### src/rtl/traffic_phase_scheduler_if.sv
// Detector/lamp bundle for traffic_phase_scheduler: the master drives the
// detectors and the slave (the scheduler) drives the lamps and status.
interface traffic_phase_scheduler_if;
  logic       car1_req;
  logic       car2_req;
  logic       ped_req;
  logic       Road1_G;
  logic       Road1_Y;
  logic       Road1_R;
  logic       Road2_G;
  logic       Road2_Y;
  logic       Road2_R;
  logic       Walk_G;
  logic       Walk_R;
  logic [2:0] phase;
  logic       ped_wait;

  modport master (
    output car1_req, car2_req, ped_req,
    input  Road1_G, Road1_Y, Road1_R, Road2_G, Road2_Y, Road2_R,
    input  Walk_G, Walk_R, phase, ped_wait
  );

  modport slave (
    input  car1_req, car2_req, ped_req,
    output Road1_G, Road1_Y, Road1_R, Road2_G, Road2_Y, Road2_R,
    output Walk_G, Walk_R, phase, ped_wait
  );
endinterface

### src/rtl/traffic_phase_scheduler.sv
// Demand-actuated round-robin phase scheduler (Road1 -> Road2 -> Walk) with registered lamps.
// Optional build macro PED_PRIORITY_EN: pending pedestrian demand preempts round-robin and cuts green at G_MIN.
module traffic_phase_scheduler #(
  parameter int G_MIN   = 10,
  parameter int G_MAX   = 40,
  parameter int Y_LEN   = 5,
  parameter int GAP_LEN = 2,
  parameter int WG_LEN  = 26,
  parameter int BLK_LEN = 6,
  parameter int CNT_W   = 8
) (
  input  logic                      clk,
  input  logic                      rst,
  traffic_phase_scheduler_if.slave  bus
);

  typedef enum logic [2:0] {
    IDLE  = 3'd0,
    R1G   = 3'd1,
    R1Y   = 3'd2,
    R2G   = 3'd3,
    R2Y   = 3'd4,
    WALK  = 3'd5,
    BLINK = 3'd6,
    GAP   = 3'd7
  } state_t;

  localparam logic [CNT_W-1:0] G_MIN_C   = CNT_W'(G_MIN);
  localparam logic [CNT_W-1:0] G_MAX_C   = CNT_W'(G_MAX);
  localparam logic [CNT_W-1:0] Y_LEN_C   = CNT_W'(Y_LEN);
  localparam logic [CNT_W-1:0] GAP_LEN_C = CNT_W'(GAP_LEN);
  localparam logic [CNT_W-1:0] WG_LEN_C  = CNT_W'(WG_LEN);
  localparam logic [CNT_W-1:0] BLK_LEN_C = CNT_W'(BLK_LEN);
  localparam logic [CNT_W-1:0] T_SAT_C   = (G_MAX > WG_LEN) ? G_MAX_C : WG_LEN_C;
  localparam logic [CNT_W-1:0] T_ONE_C   = CNT_W'(1);

  state_t           state;
  state_t           state_nxt;
  state_t           last;
  state_t           last_nxt;
  state_t           grant;
  logic [CNT_W-1:0] t;
  logic [CNT_W-1:0] t_nxt;
  logic             pend1;
  logic             pend2;
  logic             pendp;
  logic             pend1_nxt;
  logic             pend2_nxt;
  logic             pendp_nxt;
  logic             ped_cut;
  logic [7:0]       lamp;
  logic [7:0]       lamp_nxt;

  // First pending phase after the last granted one; IDLE when nothing waits.
  function automatic state_t arbitrate(input state_t last_g, input logic p1,
                                       input logic p2, input logic pp);
    state_t g;
    g = IDLE;
    case (last_g)
      R1G:     g = p2 ? R2G : (pp ? WALK : (p1 ? R1G : IDLE));
      R2G:     g = pp ? WALK : (p1 ? R1G : (p2 ? R2G : IDLE));
      default: g = p1 ? R1G : (p2 ? R2G : (pp ? WALK : IDLE));
    endcase
`ifdef PED_PRIORITY_EN
    if (pp) g = WALK;
`endif
    return g;
  endfunction

  function automatic logic green_done(input logic [CNT_W-1:0] tc, input logic other,
                                      input logic own);
    return (tc >= G_MIN_C) && other && (!own || (tc == G_MAX_C));
  endfunction

  // Lamp order: R1G R1Y R1R R2G R2Y R2R WG WR.
  function automatic logic [7:0] lamp_decode(input state_t s, input logic blink_on);
    logic [7:0] l;
    l = 8'b0010_0101;
    case (s)
      R1G:     l = 8'b1000_0101;
      R1Y:     l = 8'b0100_0101;
      R2G:     l = 8'b0011_0001;
      R2Y:     l = 8'b0010_1001;
      WALK:    l = 8'b0010_0110;
      BLINK:   l = {6'b001001, blink_on, 1'b0};
      default: l = 8'b0010_0101;
    endcase
    return l;
  endfunction

  always_comb begin
    state_nxt = state;
    last_nxt  = last;
    t_nxt     = (t >= T_SAT_C) ? t : t + T_ONE_C;
    grant     = arbitrate(last, pend1, pend2, pendp);
    ped_cut   = 1'b0;
`ifdef PED_PRIORITY_EN
    ped_cut   = pendp && (t >= G_MIN_C);
`endif
    case (state)
      IDLE:    if (grant != IDLE) state_nxt = grant;
      R1G:     if (green_done(t, pend2 | pendp, bus.car1_req) || ped_cut) state_nxt = R1Y;
      R1Y:     if (t == Y_LEN_C) state_nxt = GAP;
      R2G:     if (green_done(t, pend1 | pendp, bus.car2_req) || ped_cut) state_nxt = R2Y;
      R2Y:     if (t == Y_LEN_C) state_nxt = GAP;
      WALK:    if (t == WG_LEN_C) state_nxt = BLINK;
      BLINK:   if (t == BLK_LEN_C) state_nxt = GAP;
      GAP:     if (t == GAP_LEN_C) state_nxt = grant;
      default: state_nxt = IDLE;
    endcase
    if (state_nxt != state) begin
      t_nxt = T_ONE_C;
      if (state_nxt == R1G || state_nxt == R2G || state_nxt == WALK) last_nxt = state_nxt;
    end
    // Entering or holding the served phase clears its request; elsewhere requests accumulate.
    pend1_nxt = (state_nxt == R1G)  ? 1'b0 : (pend1 | (bus.car1_req && state != R1G));
    pend2_nxt = (state_nxt == R2G)  ? 1'b0 : (pend2 | (bus.car2_req && state != R2G));
    pendp_nxt = (state_nxt == WALK) ? 1'b0 : (pendp | (bus.ped_req && state != WALK));
    lamp_nxt  = lamp_decode(state_nxt, ~t_nxt[0]);
  end

  always_ff @(posedge clk) begin
    if (rst) begin
      state <= IDLE;
      last  <= WALK;
      t     <= T_ONE_C;
      pend1 <= 1'b0;
      pend2 <= 1'b0;
      pendp <= 1'b0;
      lamp  <= 8'b0010_0101;
    end else begin
      state <= state_nxt;
      last  <= last_nxt;
      t     <= t_nxt;
      pend1 <= pend1_nxt;
      pend2 <= pend2_nxt;
      pendp <= pendp_nxt;
      lamp  <= lamp_nxt;
    end
  end

  assign bus.Road1_G  = lamp[7];
  assign bus.Road1_Y  = lamp[6];
  assign bus.Road1_R  = lamp[5];
  assign bus.Road2_G  = lamp[4];
  assign bus.Road2_Y  = lamp[3];
  assign bus.Road2_R  = lamp[2];
  assign bus.Walk_G   = lamp[1];
  assign bus.Walk_R   = lamp[0];
  assign bus.phase    = state;
  assign bus.ped_wait = pendp;

endmodule

### src/flat_wrapper.sv
// flat-port wrapper written by rule: the top's interface ports become plain ports
module traffic_phase_scheduler_flat 
#(
  parameter int G_MIN   = 10,
  parameter int G_MAX   = 40,
  parameter int Y_LEN   = 5,
  parameter int GAP_LEN = 2,
  parameter int WG_LEN  = 26,
  parameter int BLK_LEN = 6,
  parameter int CNT_W   = 8
)
  (clk, rst, bus_car1_req, bus_car2_req, bus_ped_req, bus_Road1_G, bus_Road1_Y, bus_Road1_R, bus_Road2_G, bus_Road2_Y, bus_Road2_R, bus_Walk_G, bus_Walk_R, bus_phase, bus_ped_wait);
  traffic_phase_scheduler_if bus_i ();
  input  logic clk;
  input  logic rst;
  input wire logic [$bits(bus_i.car1_req)-1:0] bus_car1_req;
  input wire logic [$bits(bus_i.car2_req)-1:0] bus_car2_req;
  input wire logic [$bits(bus_i.ped_req)-1:0] bus_ped_req;
  output wire logic [$bits(bus_i.Road1_G)-1:0] bus_Road1_G;
  output wire logic [$bits(bus_i.Road1_Y)-1:0] bus_Road1_Y;
  output wire logic [$bits(bus_i.Road1_R)-1:0] bus_Road1_R;
  output wire logic [$bits(bus_i.Road2_G)-1:0] bus_Road2_G;
  output wire logic [$bits(bus_i.Road2_Y)-1:0] bus_Road2_Y;
  output wire logic [$bits(bus_i.Road2_R)-1:0] bus_Road2_R;
  output wire logic [$bits(bus_i.Walk_G)-1:0] bus_Walk_G;
  output wire logic [$bits(bus_i.Walk_R)-1:0] bus_Walk_R;
  output wire logic [$bits(bus_i.phase)-1:0] bus_phase;
  output wire logic [$bits(bus_i.ped_wait)-1:0] bus_ped_wait;
  assign bus_i.car1_req = bus_car1_req;
  assign bus_i.car2_req = bus_car2_req;
  assign bus_i.ped_req = bus_ped_req;
  assign bus_Road1_G = bus_i.Road1_G;
  assign bus_Road1_Y = bus_i.Road1_Y;
  assign bus_Road1_R = bus_i.Road1_R;
  assign bus_Road2_G = bus_i.Road2_G;
  assign bus_Road2_Y = bus_i.Road2_Y;
  assign bus_Road2_R = bus_i.Road2_R;
  assign bus_Walk_G = bus_i.Walk_G;
  assign bus_Walk_R = bus_i.Walk_R;
  assign bus_phase = bus_i.phase;
  assign bus_ped_wait = bus_i.ped_wait;
  traffic_phase_scheduler #(.G_MIN(G_MIN), .G_MAX(G_MAX), .Y_LEN(Y_LEN), .GAP_LEN(GAP_LEN), .WG_LEN(WG_LEN), .BLK_LEN(BLK_LEN), .CNT_W(CNT_W)) u_core (.clk(clk), .rst(rst), .bus(bus_i));
endmodule
### config.mk
export PLATFORM = sky130hd
export DESIGN_NAME = traffic_phase_scheduler_flat
export DESIGN_NICKNAME = d
export VERILOG_FILES = /design/src/rtl/traffic_phase_scheduler_if.sv /design/src/rtl/traffic_phase_scheduler.sv /design/src/flat_wrapper.sv
export SDC_FILE = /design/constraint.sdc
export NUM_CORES = 1
export LEC_CHECK = 0
export ABC_AREA = 0
export CAP_MARGIN = 40
export CORE_ASPECT_RATIO = 0.9
export CORE_UTILIZATION = 49
export CTS_BUF_LIST = sky130_fd_sc_hd__clkbuf_16
export DETAILED_ROUTE_END_ITERATION = 10
export GPL_TIMING_DRIVEN = 0
export PLACE_DENSITY = 0.74
export SYNTH_ARGS = -nofsm -noshare
export SYNTH_HDL_FRONTEND = slang
export SYNTH_SLANG_ARGS = --single-unit
### constraint.sdc
create_clock -name clk -period 2.3 [get_ports clk]
set_input_delay 0.23 -clock clk [delete_from_list [all_inputs] [get_ports clk]]
set_output_delay 0.23 -clock clk [all_outputs]
set_load 0.02 [all_outputs]
==> flow_metrics.env, run 1 <==
export IMPL_status="complete, but fails checks"
export IMPL_failed_checks="setup timing"
export IMPL_compound_gate_fraction_of_synth_area_pct=21.7
export IMPL_vias=1438
export IMPL_timing_max_transition_violations_final=0
export IMPL_rsz0062_at_grt="true"
export IMPL_drt_vias_per_instance=5.92
export IMPL_antenna_left=0
export IMPL_synth_cell_type_count=52
export IMPL_tritoncts_num_buffers=3
export IMPL_syn_cell_area_mm2=0.00146
export IMPL_clock_sinks=25
export IMPL_fin_crit_sh_pct=101
export IMPL_yosys_area_share_simple_pct=31.9
export IMPL_portion_of_total_power_attributed_to_combinational_logic_pct=62.1
export IMPL_portion_of_total_power_attributed_to_sequential_cells_pct=23.7
export IMPL_skew_ns=0.00463
export IMPL_worstMarginPinSlew_ns=0.541
export IMPL_synth_largest_area_cell="sky130_fd_sc_hd__dfxtp_1"
export IMPL_h_tree_depth=1
export IMPL_post_route_cells_drive_above_1_share_pct=23.6
export IMPL_minimum_clock_period_ns=2.32
export IMPL_clk_latency_ns=0.27
export IMPL_syn_num_nets=186
export IMPL_detailedPlacementHpwl_um=2680
export IMPL_arrival_ns=2.51
export IMPL_worst_min_delay_path_category="flop to flop"
export IMPL_cts_reportedPaths_clkPinSlew_ns=0.07
export IMPL_antenna_found_initial=0
export IMPL_critPathRequiredTime_ns=2.49
export IMPL_setup_worst_path_class="flop to flop"
export IMPL_power_density_cell_area_mw_per_mm2=1540
export IMPL_starting_utilization_of_the_core_area_pct=52.2
export IMPL_area_growth_syn_to_layout_pct=30.3
export IMPL_ioPinCount=17
export IMPL_netlist_instances=177
export IMPL_synth_common_cells="sky130_fd_sc_hd__dfxtp_1, sky130_fd_sc_hd__nor2_1, sky130_fd_sc_hd__nand2_1, sky130_fd_sc_hd__clkbuf_1, sky130_fd_sc_hd__inv_1"
export IMPL_die_width_um=59.5
export IMPL_final_net_count=213
export IMPL_hold_violations=0
export IMPL_vdd_drop_max_mv=1.17
export IMPL_timing_final_ws_setup_ns=-0.0242
export IMPL_clk_root_buf="sky130_fd_sc_hd__clkbuf_16"
export IMPL_asyncSetResetFlopFracSynth_pct=0
export IMPL_yosys_area_top_type_share_pct=34.4
export IMPL_gr_total_overflow=0
export IMPL_route_detailed_wl_per_inst_um=16.7
export IMPL_antenna_cells=0
export IMPL_first_global_vias=1317
export IMPL_p_int_mw=1.60
export IMPL_initial_detailed_routing_violation_count=207
export IMPL_design_die_area_mm2=0.00319
export IMPL_netSwitchingPower_mw=1.31
export IMPL_port_buffers=16
export IMPL_total_leakage_power_nw=0.712
export IMPL_timing_max_slew_rel_slack_pct=63.8
export IMPL_pwr_share_clk_pct=14.2
export IMPL_leading_cell_types_by_total_area_after_synthesis="sky130_fd_sc_hd__dfxtp_1, sky130_fd_sc_hd__nor2_1, sky130_fd_sc_hd__ha_1"
export IMPL_yosys_area_share_adder_pct=3.44
export IMPL_timing_critical_path_to_type="flop"
export IMPL_ys_warn_count=0
export IMPL_synth_edf_count=0
export IMPL_grt_use_total_pct=27.0
export IMPL_dominantRegCellSynth="sky130_fd_sc_hd__dfxtp_1"
export IMPL_worst_setup_slack_before_clock_tree_synthesis_ns=-0.409
export IMPL_finalWirelength_um=4060
export IMPL_setup_violations=3
export IMPL_fillers=247
export IMPL_drc=0
export IMPL_startpoint_type="flop"
export IMPL_global_route_wire_length_before_repair_um=6330
export IMPL_timing_hold_ws_ns=0.507
export IMPL_seq_area_frac_synth_pct=34.4
export IMPL_die_height_um=53.7
export IMPL_drt_first_pass_iters=4
export IMPL_clock_path_buffers=2
export IMPL_average_cell_area_after_synthesis_um2=8.23
export IMPL_yosysMostFrequentCell="sky130_fd_sc_hd__dfxtp_1"
export IMPL_critical_path_max_fanout=6
export IMPL_num_rows=18
export IMPL_synth_area_mux_share_pct=0.687
export IMPL_synth_ff_latch_count=25
export IMPL_report_power_total_mw=2.91
export IMPL_max_freq_ghz=0.430
export IMPL_total_core_area_mm2=0.00279
export IMPL_cts_tree="done"
export IMPL_final_setup_tns_ns=-0.0458
export IMPL_synth_top_family_by_area="simple AND/OR/NAND/NOR gates"
export IMPL_post_synth_xor_area_fraction_pct=3.01
export IMPL_grt_max_degree=17
export IMPL_finalWeightedCongestion=0.879
export IMPL_cap_violations=0
export IMPL_power_switching_share_pct=45.1
## flip-flops by register name, summed over array words and instances (netlist names)
signal and count:
u_core.t 8, u_core.last 3, u_core.lamp 8, u_core.pend2 1
u_core.pend1 1, u_core.bus.ped_wait 1, u_core.bus.phase 3
## per-stage QoR
| step | area, µm² | instances | util (%) |
|---|---|---|---|
| 3_3_place_gp | 1670 | 233 | 59.7 |
| 2_1_floorplan | 1460 | 177 | - |
| 4_1_cts | 1850 | 242 | 66.1 |
| 3_5_place_dp | 1670 | 233 | 59.7 |
| 5_1_grt | 1900 | 243 | 68.0 |
| 6_report | 1900 | 243 | 68.0 |
## power groups by stage
stage	clock [mW]	sequential, mW	combinational, mW
6_report	0.415	0.691	1.81
3_5_place_dp	0	0.676	1.60
3_3_place_gp	0	0.670	1.59
4_1_cts	0.414	0.667	1.71
2_1_floorplan	0	0.745	1.08
5_1_grt	0.434	0.709	1.95
## worst max-delay path, cell delays in order, from the launching register on
cell and delay, ns:
sky130_fd_sc_hd__dfxtp_4 0.35, sky130_fd_sc_hd__or4b_4 0.56, sky130_fd_sc_hd__o21ai_4 0.17, sky130_fd_sc_hd__nand4b_1 0.18, sky130_fd_sc_hd__and3_4 0.23, sky130_fd_sc_hd__or2_1 0.23, sky130_fd_sc_hd__buf_6 0.14, sky130_fd_sc_hd__and2_4 0.15
sky130_fd_sc_hd__a221oi_2 0.25
## what timing repair did
item,4_1_cts,5_1_grt
gates resized for setup,14,15
pin swaps,7,6
endpoints found under the hold margin,0,0
buffers inserted,6,3
endpoints found under the setup margin,19,18
hold buffers,0,0
## layer usage
| metal | global-route usage (%) | share of wire, % | up-vias |
|---|---|---|---|
| met4 | 5.95 | 2.8 | 0 |
| li1 | - | - | 690 |
| met5 | 0 | 0 | - |
| met1 | 38.5 | 46 | 660 |
| met3 | 6.25 | 7.5 | 17 |
| met2 | 41.2 | 43 | 71 |
## logic make-up (layout without fill, tap and decap cells)
family,count (synthesis),count (layout)
compound gates,43,43
xor+xnor,5,5
fa+ha+maj,4,4
buf+inv,17,43
flops,25,25
mux,1,1
simple gates,82,82
## path summary, 6_finish.rpt
check | start | to | slack [ns] | depth (start not counted)
worst max-delay path | u_core.t[2] | u_core.pend1 | -0.02 | 8
worst min-delay path | u_core.last[0] | u_core.last[0] | 0.51 | 2
worst max register to register | u_core.t[2] | u_core.pend1 | -0.02 | 8
worst min register to register | u_core.last[0] | u_core.last[0] | 0.51 | 2
## area by class of cell
class                           count  area (µm²)  share of cell area [%]
Clock buffer                        3        75.1                    3.96
Inverter                            8        30.0                    1.58
Timing Repair Buffer               25         228                    12.0
Multi-Input combinational cell    135         960                    50.6
Clock inverter                      1        8.76                   0.461
Buffer                              6        35.0                    1.85
Sequential cell                    25         512                    27.0
Tap cell                           40        50.0                    2.64
## layout by cell type, fill, tap and decap left out, types with 2 or more instances in the layout
| cell | n |
|---|---|
| sky130_fd_sc_hd__dfxtp_1 | 20 |
| sky130_fd_sc_hd__nor2_1 | 19 |
| sky130_fd_sc_hd__clkdlybuf4s50_1 | 16 |
| sky130_fd_sc_hd__nand2_1 | 12 |
| sky130_fd_sc_hd__buf_4 | 9 |
| sky130_fd_sc_hd__inv_1 | 7 |
| sky130_fd_sc_hd__o21ai_0 | 7 |
| sky130_fd_sc_hd__nor3_1 | 5 |
| sky130_fd_sc_hd__nand3_1 | 5 |
| sky130_fd_sc_hd__nand3b_1 | 4 |
| sky130_fd_sc_hd__o21ai_1 | 4 |
| sky130_fd_sc_hd__nand2b_1 | 4 |
| sky130_fd_sc_hd__and3_1 | 3 |
| sky130_fd_sc_hd__clkbuf_1 | 3 |
| sky130_fd_sc_hd__nor2b_1 | 3 |
| sky130_fd_sc_hd__a31oi_1 | 3 |
| sky130_fd_sc_hd__or3_1 | 3 |
| sky130_fd_sc_hd__or2_1 | 3 |
| sky130_fd_sc_hd__a21oi_1 | 3 |
| sky130_fd_sc_hd__xor2_1 | 3 |
| sky130_fd_sc_hd__ha_1 | 3 |
| sky130_fd_sc_hd__clkbuf_16 | 3 |
| sky130_fd_sc_hd__dfxtp_2 | 3 |
| sky130_fd_sc_hd__xnor2_1 | 2 |
| sky130_fd_sc_hd__nor3b_2 | 2 |
| sky130_fd_sc_hd__o21ai_2 | 2 |
| sky130_fd_sc_hd__a41oi_1 | 2 |
| sky130_fd_sc_hd__and2_1 | 2 |
| sky130_fd_sc_hd__nand4_1 | 2 |
| sky130_fd_sc_hd__o21a_1 | 2 |
| sky130_fd_sc_hd__o211ai_1 | 2 |
| sky130_fd_sc_hd__a211oi_2 | 2 |
| sky130_fd_sc_hd__a21o_1 | 2 |
| sky130_fd_sc_hd__and2_4 | 2 |
| sky130_fd_sc_hd__a31o_1 | 2 |
| sky130_fd_sc_hd__dfxtp_4 | 2 |
Power figures use the tool's default switching activity.
==> inputs of run 2 (changes only) <==
--- a/config.mk
+++ b/config.mk
@@ -7,10 +7,14 @@
 export LEC_CHECK = 0
 export ABC_AREA = 0
 export CAP_MARGIN = 40
+export CELL_PAD_IN_SITES_DETAIL_PLACEMENT = 1
+export CELL_PAD_IN_SITES_GLOBAL_PLACEMENT = 1
 export CORE_ASPECT_RATIO = 0.9
-export CORE_UTILIZATION = 49
+export CORE_MARGIN = 1
+export CORE_UTILIZATION = 42
 export CTS_BUF_LIST = sky130_fd_sc_hd__clkbuf_16
 export DETAILED_ROUTE_END_ITERATION = 10
+export DONT_BUFFER_PORTS = 1
 export GPL_TIMING_DRIVEN = 0
 export PLACE_DENSITY = 0.74
 export SYNTH_ARGS = -nofsm -noshare
==> run 2 against run 1 <==
Net effect: the run still ends with setup timing left; die area rose by 16%; setup slack got worse by 0.012 ns; combinational power fell by 3%; final cell count fell by 4.9%; final area fell by 5.9%; non-clock buffer count fell by 15.
==> flow_metrics.env, run 2 (synthesis gave the netlist of run 1 again) <==
export IMPL_drt_first_pass_iters=4
export IMPL_max_freq_ghz=0.428
export IMPL_initial_detailed_routing_violation_count=127
export IMPL_final_common_cell="sky130_fd_sc_hd__nor2_1"
export IMPL_skew_ns=0.00648
export IMPL_port_buffers=0
export IMPL_clock_path_buffers=2
export IMPL_largestRegisters="u_core.lamp (8), u_core.t (8)"
export IMPL_first_global_vias=1430
export IMPL_critical_path_max_fanout=5
export IMPL_timing_critical_path_to_type="flop"
export IMPL_vdd_drop_max_mv=0.968
export IMPL_clk_latency_ns=0.27
export IMPL_starting_utilization_of_the_core_area_pct=45.7
export IMPL_timing_hold_ws_ns=0.0421
export IMPL_vias=1461
export IMPL_grt_max_degree=17
export IMPL_total_leakage_power_nw=0.669
export IMPL_drt_vias_per_instance=6.32
export IMPL_worstMarginPinSlew_ns=0.521
export IMPL_antenna_found_initial=0
export IMPL_clk_root_buf="sky130_fd_sc_hd__clkbuf_16"
export IMPL_timing_max_slew_rel_slack_pct=65.3
export IMPL_drc=0
export IMPL_minimum_clock_period_ns=2.34
export IMPL_ioPinCount=17
export IMPL_rsz0062_at_grt="true"
export IMPL_timing_final_ws_setup_ns=-0.0358
export IMPL_stdcell_area_mm2=0.00179
export IMPL_clock_sinks=25
export IMPL_route_detailed_wl_per_inst_um=21.0
export IMPL_layout_area_seq_um2=515
export IMPL_cap_violations=0
export IMPL_status="complete, but fails checks"
export IMPL_total_core_area_mm2=0.00319
export IMPL_report_power_total_mw=2.97
export IMPL_cts_tree="done"
export IMPL_area_of_the_multi_input_gates_um2=996
export IMPL_finalWirelength_um=4850
export IMPL_timing_max_transition_violations_final=0
export IMPL_grt_use_total_pct=25.9
export IMPL_hold_violations=0
export IMPL_most_common_layout_cells="sky130_fd_sc_hd__nor2_1, sky130_fd_sc_hd__dfxtp_1, sky130_fd_sc_hd__nand2_1"
export IMPL_h_tree_depth=1
export IMPL_design_die_area_mm2=0.00371
export IMPL_failed_checks="setup timing"
export IMPL_worst_min_delay_path_category="input port to flop"
export IMPL_die_height_um=57.9
export IMPL_cts_reportedPaths_clkPinSlew_ns=0.07
export IMPL_final_net_count=199
export IMPL_critPathRequiredTime_ns=2.46
export IMPL_num_rows=19
export IMPL_gr_total_overflow=0
export IMPL_place_area_mm2=0.00151
export IMPL_finalWeightedCongestion=0.920
export IMPL_hold_bufs_at_cts=0
export IMPL_startpoint_type="flop"
export IMPL_die_width_um=64.1
export IMPL_setup_violations=7
export IMPL_area_growth_syn_to_layout_pct=22.7
export IMPL_power_density_cell_area_mw_per_mm2=1660
export IMPL_arrival_ns=2.50
export IMPL_global_route_wire_length_before_repair_um=7270
export IMPL_final_core_utilization_pct=56.1
export IMPL_setup_worst_path_class="flop to flop"
export IMPL_worst_setup_slack_before_clock_tree_synthesis_ns=-0.376
export IMPL_detailedPlacementHpwl_um=2980
export IMPL_antenna_left=0
export IMPL_fillers=373
export IMPL_antenna_cells=0
export IMPL_fin_crit_sh_pct=102
export IMPL_tritoncts_num_buffers=3
export IMPL_post_route_cells_drive_above_1_share_pct=30.2
[run 2: layout make-up]
class,instances,area share (%)
buffer,7,2.31
clock buffer,3,4.20
clock inverter,1,0.490
inverter,8,1.68
multi-input combinational,136,55.7
sequential,25,28.9
tap,42,2.94
timing repair buffer,9,3.78
[run 2: power by group]
group,internal [mW],total [mW],switching (mW),leakage [nW]
combinational,0.723,1.76,1.04,0.420
clock,0.241,0.417,0.176,0.0415
sequential,0.575,0.792,0.217,0.208
total,1.54,2.97,1.43,0.669
[run 2: worst paths after layout]
kind	cells past startpoint	slack (ns)	to	start
max	8	-0.04	u_core.last[2]	u_core.t[6]
min	1	0.04	u_core.bus.phase[2]	rst
max reg2reg	8	-0.04	u_core.last[2]	u_core.t[6]
min reg2reg	2	0.49	u_core.t[7]	u_core.t[7]
[run 2: timing repair]
action | CTS | global route
resized for setup | 18 | 21
pin swaps | 7 | 6
endpoints found under the setup margin | 23 | 22
setup buffers | 3 | 6
cloned | 0 | 1
[run 2: layer usage]
layer  GRT usage, %  wire length (µm)  part of all wire, %  up-vias
li1               -                 -                    -      664
met1           34.3              2090                   43      733
met2           42.7              2390                   49       54
met3           4.72               285                  5.9       10
met4           8.77                85                  1.8        0
met5              0                 0                    0        -
[run 2: worst max-delay path: stages, from the launching register on]
cell and delay [ns]:
sky130_fd_sc_hd__dfxtp_2 0.35, sky130_fd_sc_hd__or4b_4 0.60, sky130_fd_sc_hd__o21ai_2 0.19, sky130_fd_sc_hd__nand3_1 0.20
sky130_fd_sc_hd__o21ai_4 0.24, sky130_fd_sc_hd__a21oi_4 0.11, sky130_fd_sc_hd__buf_4 0.14, sky130_fd_sc_hd__a31o_1 0.23
sky130_fd_sc_hd__o32a_1 0.17
[run 2: through the flow]
step,TNS [ns],instances
4_1_cts,-0.00406,225
5_1_grt,-1.19,231
3_3_place_gp,-1.83,219
3_5_place_dp,-3.09,219
6_report,-0.106,231
2_1_floorplan,0,177
==> inputs of run 3 (changes only) <==
--- a/config.mk
+++ b/config.mk
@@ -17,6 +17,7 @@
 export DONT_BUFFER_PORTS = 1
 export GPL_TIMING_DRIVEN = 0
 export PLACE_DENSITY = 0.74
+export SETUP_SLACK_MARGIN = 0.05
 export SYNTH_ARGS = -nofsm -noshare
 export SYNTH_HDL_FRONTEND = slang
 export SYNTH_SLANG_ARGS = --single-unit
==> run 3 against run 2 <==
Net effect: the flow now finishes without violations; sequential power barely moved; first-iteration DRC count fell by 22%; sequential cell count did not move; via count fell by 0.96%; total power fell by 4.8%; utilization rose by 0.35 points; clock skew fell by 0.0038 ns; maximum frequency rose by 1.9%; non-clock buffer count rose by 1; critical path type unchanged; critical endpoint unchanged.
==> flow_metrics.env, run 3 (synthesis gave the netlist of run 1 again) <==
export IMPL_status="completed"
export IMPL_total_leakage_power_nw=0.681
export IMPL_stdcell_area_mm2=0.00180
export IMPL_globalRouteMet2Util_pct=44.7
export IMPL_initial_detailed_routing_violation_count=99
export IMPL_antenna_found_initial=0
export IMPL_final_net_count=199
export IMPL_tritoncts_num_buffers=3
export IMPL_clock_sinks=25
export IMPL_worst_path_dominant_cell_family="simple AND/OR/NAND/NOR gates"
export IMPL_crit_path_top_delay_cell="sky130_fd_sc_hd__or4b_4"
export IMPL_clk_latency_ns=0.26
export IMPL_hold_violations=0
export IMPL_port_buffers=0
export IMPL_hold_path_startpoint="rst"
export IMPL_grt_met3_usage_pct=4.33
export IMPL_fin_crit_sh_pct=99.7
export IMPL_antenna_left=0
export IMPL_final_common_cell="sky130_fd_sc_hd__nor2_1"
export IMPL_setup_reg_to_reg_worst_slack_ns=0.007
export IMPL_h_tree_depth=1
export IMPL_num_rows=19
export IMPL_clock_path_buffers=2
export IMPL_r2r_end="u_core.last[2]"
export IMPL_critical_path_max_fanout=6
export IMPL_cts_tree="done"
export IMPL_startpoint_type="flop"
export IMPL_starting_utilization_of_the_core_area_pct=45.7
export IMPL_arrival_ns=2.44
export IMPL_drt_first_pass_iters=4
export IMPL_worst_min_delay_path_category="input port to flop"
export IMPL_drt_vias_per_instance=6.26
export IMPL_antenna_cells=0
export IMPL_clk_root_buf="sky130_fd_sc_hd__clkbuf_16"
export IMPL_detailedPlacementHpwl_um=2930
export IMPL_report_power_total_mw=2.83
export IMPL_worstPathCellList="or4b_4 -> o21ai_4 -> nand4b_1 -> and3_4 -> or2_1 -> buf_6 -> a31o_1 -> o32a_1"
export IMPL_rsz0062_at_grt="true"
export IMPL_cts_reportedPaths_clkPinSlew_ns=0.07
export IMPL_setup_worst_path_start="u_core.t[7]"
export IMPL_worst_setup_slack_before_clock_tree_synthesis_ns=-0.306
export IMPL_gr_max_usage_layer="met2"
export IMPL_timing_max_transition_violations_final=0
export IMPL_finalWirelength_um=4770
export IMPL_timing_max_slew_rel_slack_pct=67.4
export IMPL_most_common_layout_cells="sky130_fd_sc_hd__nor2_1, sky130_fd_sc_hd__dfxtp_1, sky130_fd_sc_hd__nand2_1"
export IMPL_drc=0
export IMPL_global_route_wire_length_before_repair_um=7540
export IMPL_post_route_cells_drive_above_1_share_pct=30.7
export IMPL_setup_violations=0
export IMPL_timing_hold_ws_ns=0.0494
export IMPL_worstReg2RegStart="u_core.t[7]"
export IMPL_globalRouteMet1Util_pct=35.9
export IMPL_grt_max_degree=15
export IMPL_gr_total_overflow=0
export IMPL_timing_critical_path_to_type="flop"
export IMPL_ioPinCount=17
export IMPL_vdd_drop_max_mv=0.967
export IMPL_place_area_mm2=0.00151
export IMPL_cap_violations=0
export IMPL_setup_worst_path_class="flop to flop"
export IMPL_minimum_clock_period_ns=2.29
export IMPL_worstSetupPathDepth=8
export IMPL_timing_final_ws_setup_ns=0.00738
export IMPL_worstMarginPinSlew_ns=0.488
export IMPL_reg2regPathDepth=8
export IMPL_design_die_area_mm2=0.00371
export IMPL_largestRegisters="u_core.lamp (8), u_core.t (8)"
export IMPL_setup_worst_path_end="u_core.last[2]"
export IMPL_crit_path_max_incr_delay_ns=0.56
export IMPL_vias=1447
export IMPL_critical_path_n_buffers_inverters=1
export IMPL_grt_use_total_pct=26.9
export IMPL_hold_bufs_at_cts=0
export IMPL_die_height_um=57.9
export IMPL_critPathRequiredTime_ns=2.45
export IMPL_max_freq_ghz=0.436
export IMPL_total_core_area_mm2=0.00319
export IMPL_first_global_vias=1491
export IMPL_die_width_um=64.1
export IMPL_skew_ns=0.00266
export IMPL_power_density_cell_area_mw_per_mm2=1570
export IMPL_area_growth_syn_to_layout_pct=23.5
export IMPL_route_detailed_wl_per_inst_um=20.7
export IMPL_finalWeightedCongestion=0.927
-- run 3: cell type report --
type / count / area, µm²
timing repair buffer: 10 / 87.6
buffer: 7 / 43.8
sequential: 25 / 518
inverter: 8 / 30.0
fill: 382 / 1390
tap: 42 / 52.6
multi-input combinational: 135 / 986
clock buffer: 3 / 75.1
clock inverter: 1 / 5.00
-- run 3: worst min path at each step --
stage	end	cells past startpoint
2_1_floorplan	u_core.bus.phase[2]	1
6_report	u_core.bus.phase[2]	1
4_1_cts	u_core.bus.phase[2]	1
5_1_grt	u_core.bus.phase[2]	1
3_5_place_dp	u_core.bus.phase[2]	1
3_3_place_gp	u_core.bus.phase[2]	1
-- run 3: through the flow --
stage          cells  util (%)  TNS, ns
2_1_floorplan    177         -        0
3_3_place_gp     219      47.5    -1.40
3_5_place_dp     219      47.5    -2.74
4_1_cts          229      54.4        0
5_1_grt          231      56.4   -0.509
6_report         231      56.4        0
-- run 3: routing by layer --
| metal | routed length [µm] | part of all wire [%] |
|---|---|---|
| met1 | 2140 | 45 |
| met2 | 2260 | 47 |
| met3 | 259 | 5.4 |
| met4 | 108 | 2.3 |
| met5 | 0 | 0 |
-- run 3: report_power, final --
| group | internal (mW) | switching, mW | leakage [nW] |
|---|---|---|---|
| combinational | 0.700 | 0.946 | 0.432 |
| clock | 0.234 | 0.158 | 0.0409 |
| sequential | 0.570 | 0.221 | 0.208 |
-- run 3: timing repair --
| action | 4_1_cts | 5_1_grt |
|---|---|---|
| pin swaps | 11 | 2 |
| resized for setup | 24 | 16 |
| endpoints found under the setup margin | 23 | 20 |
| buffers inserted | 8 | 2 |
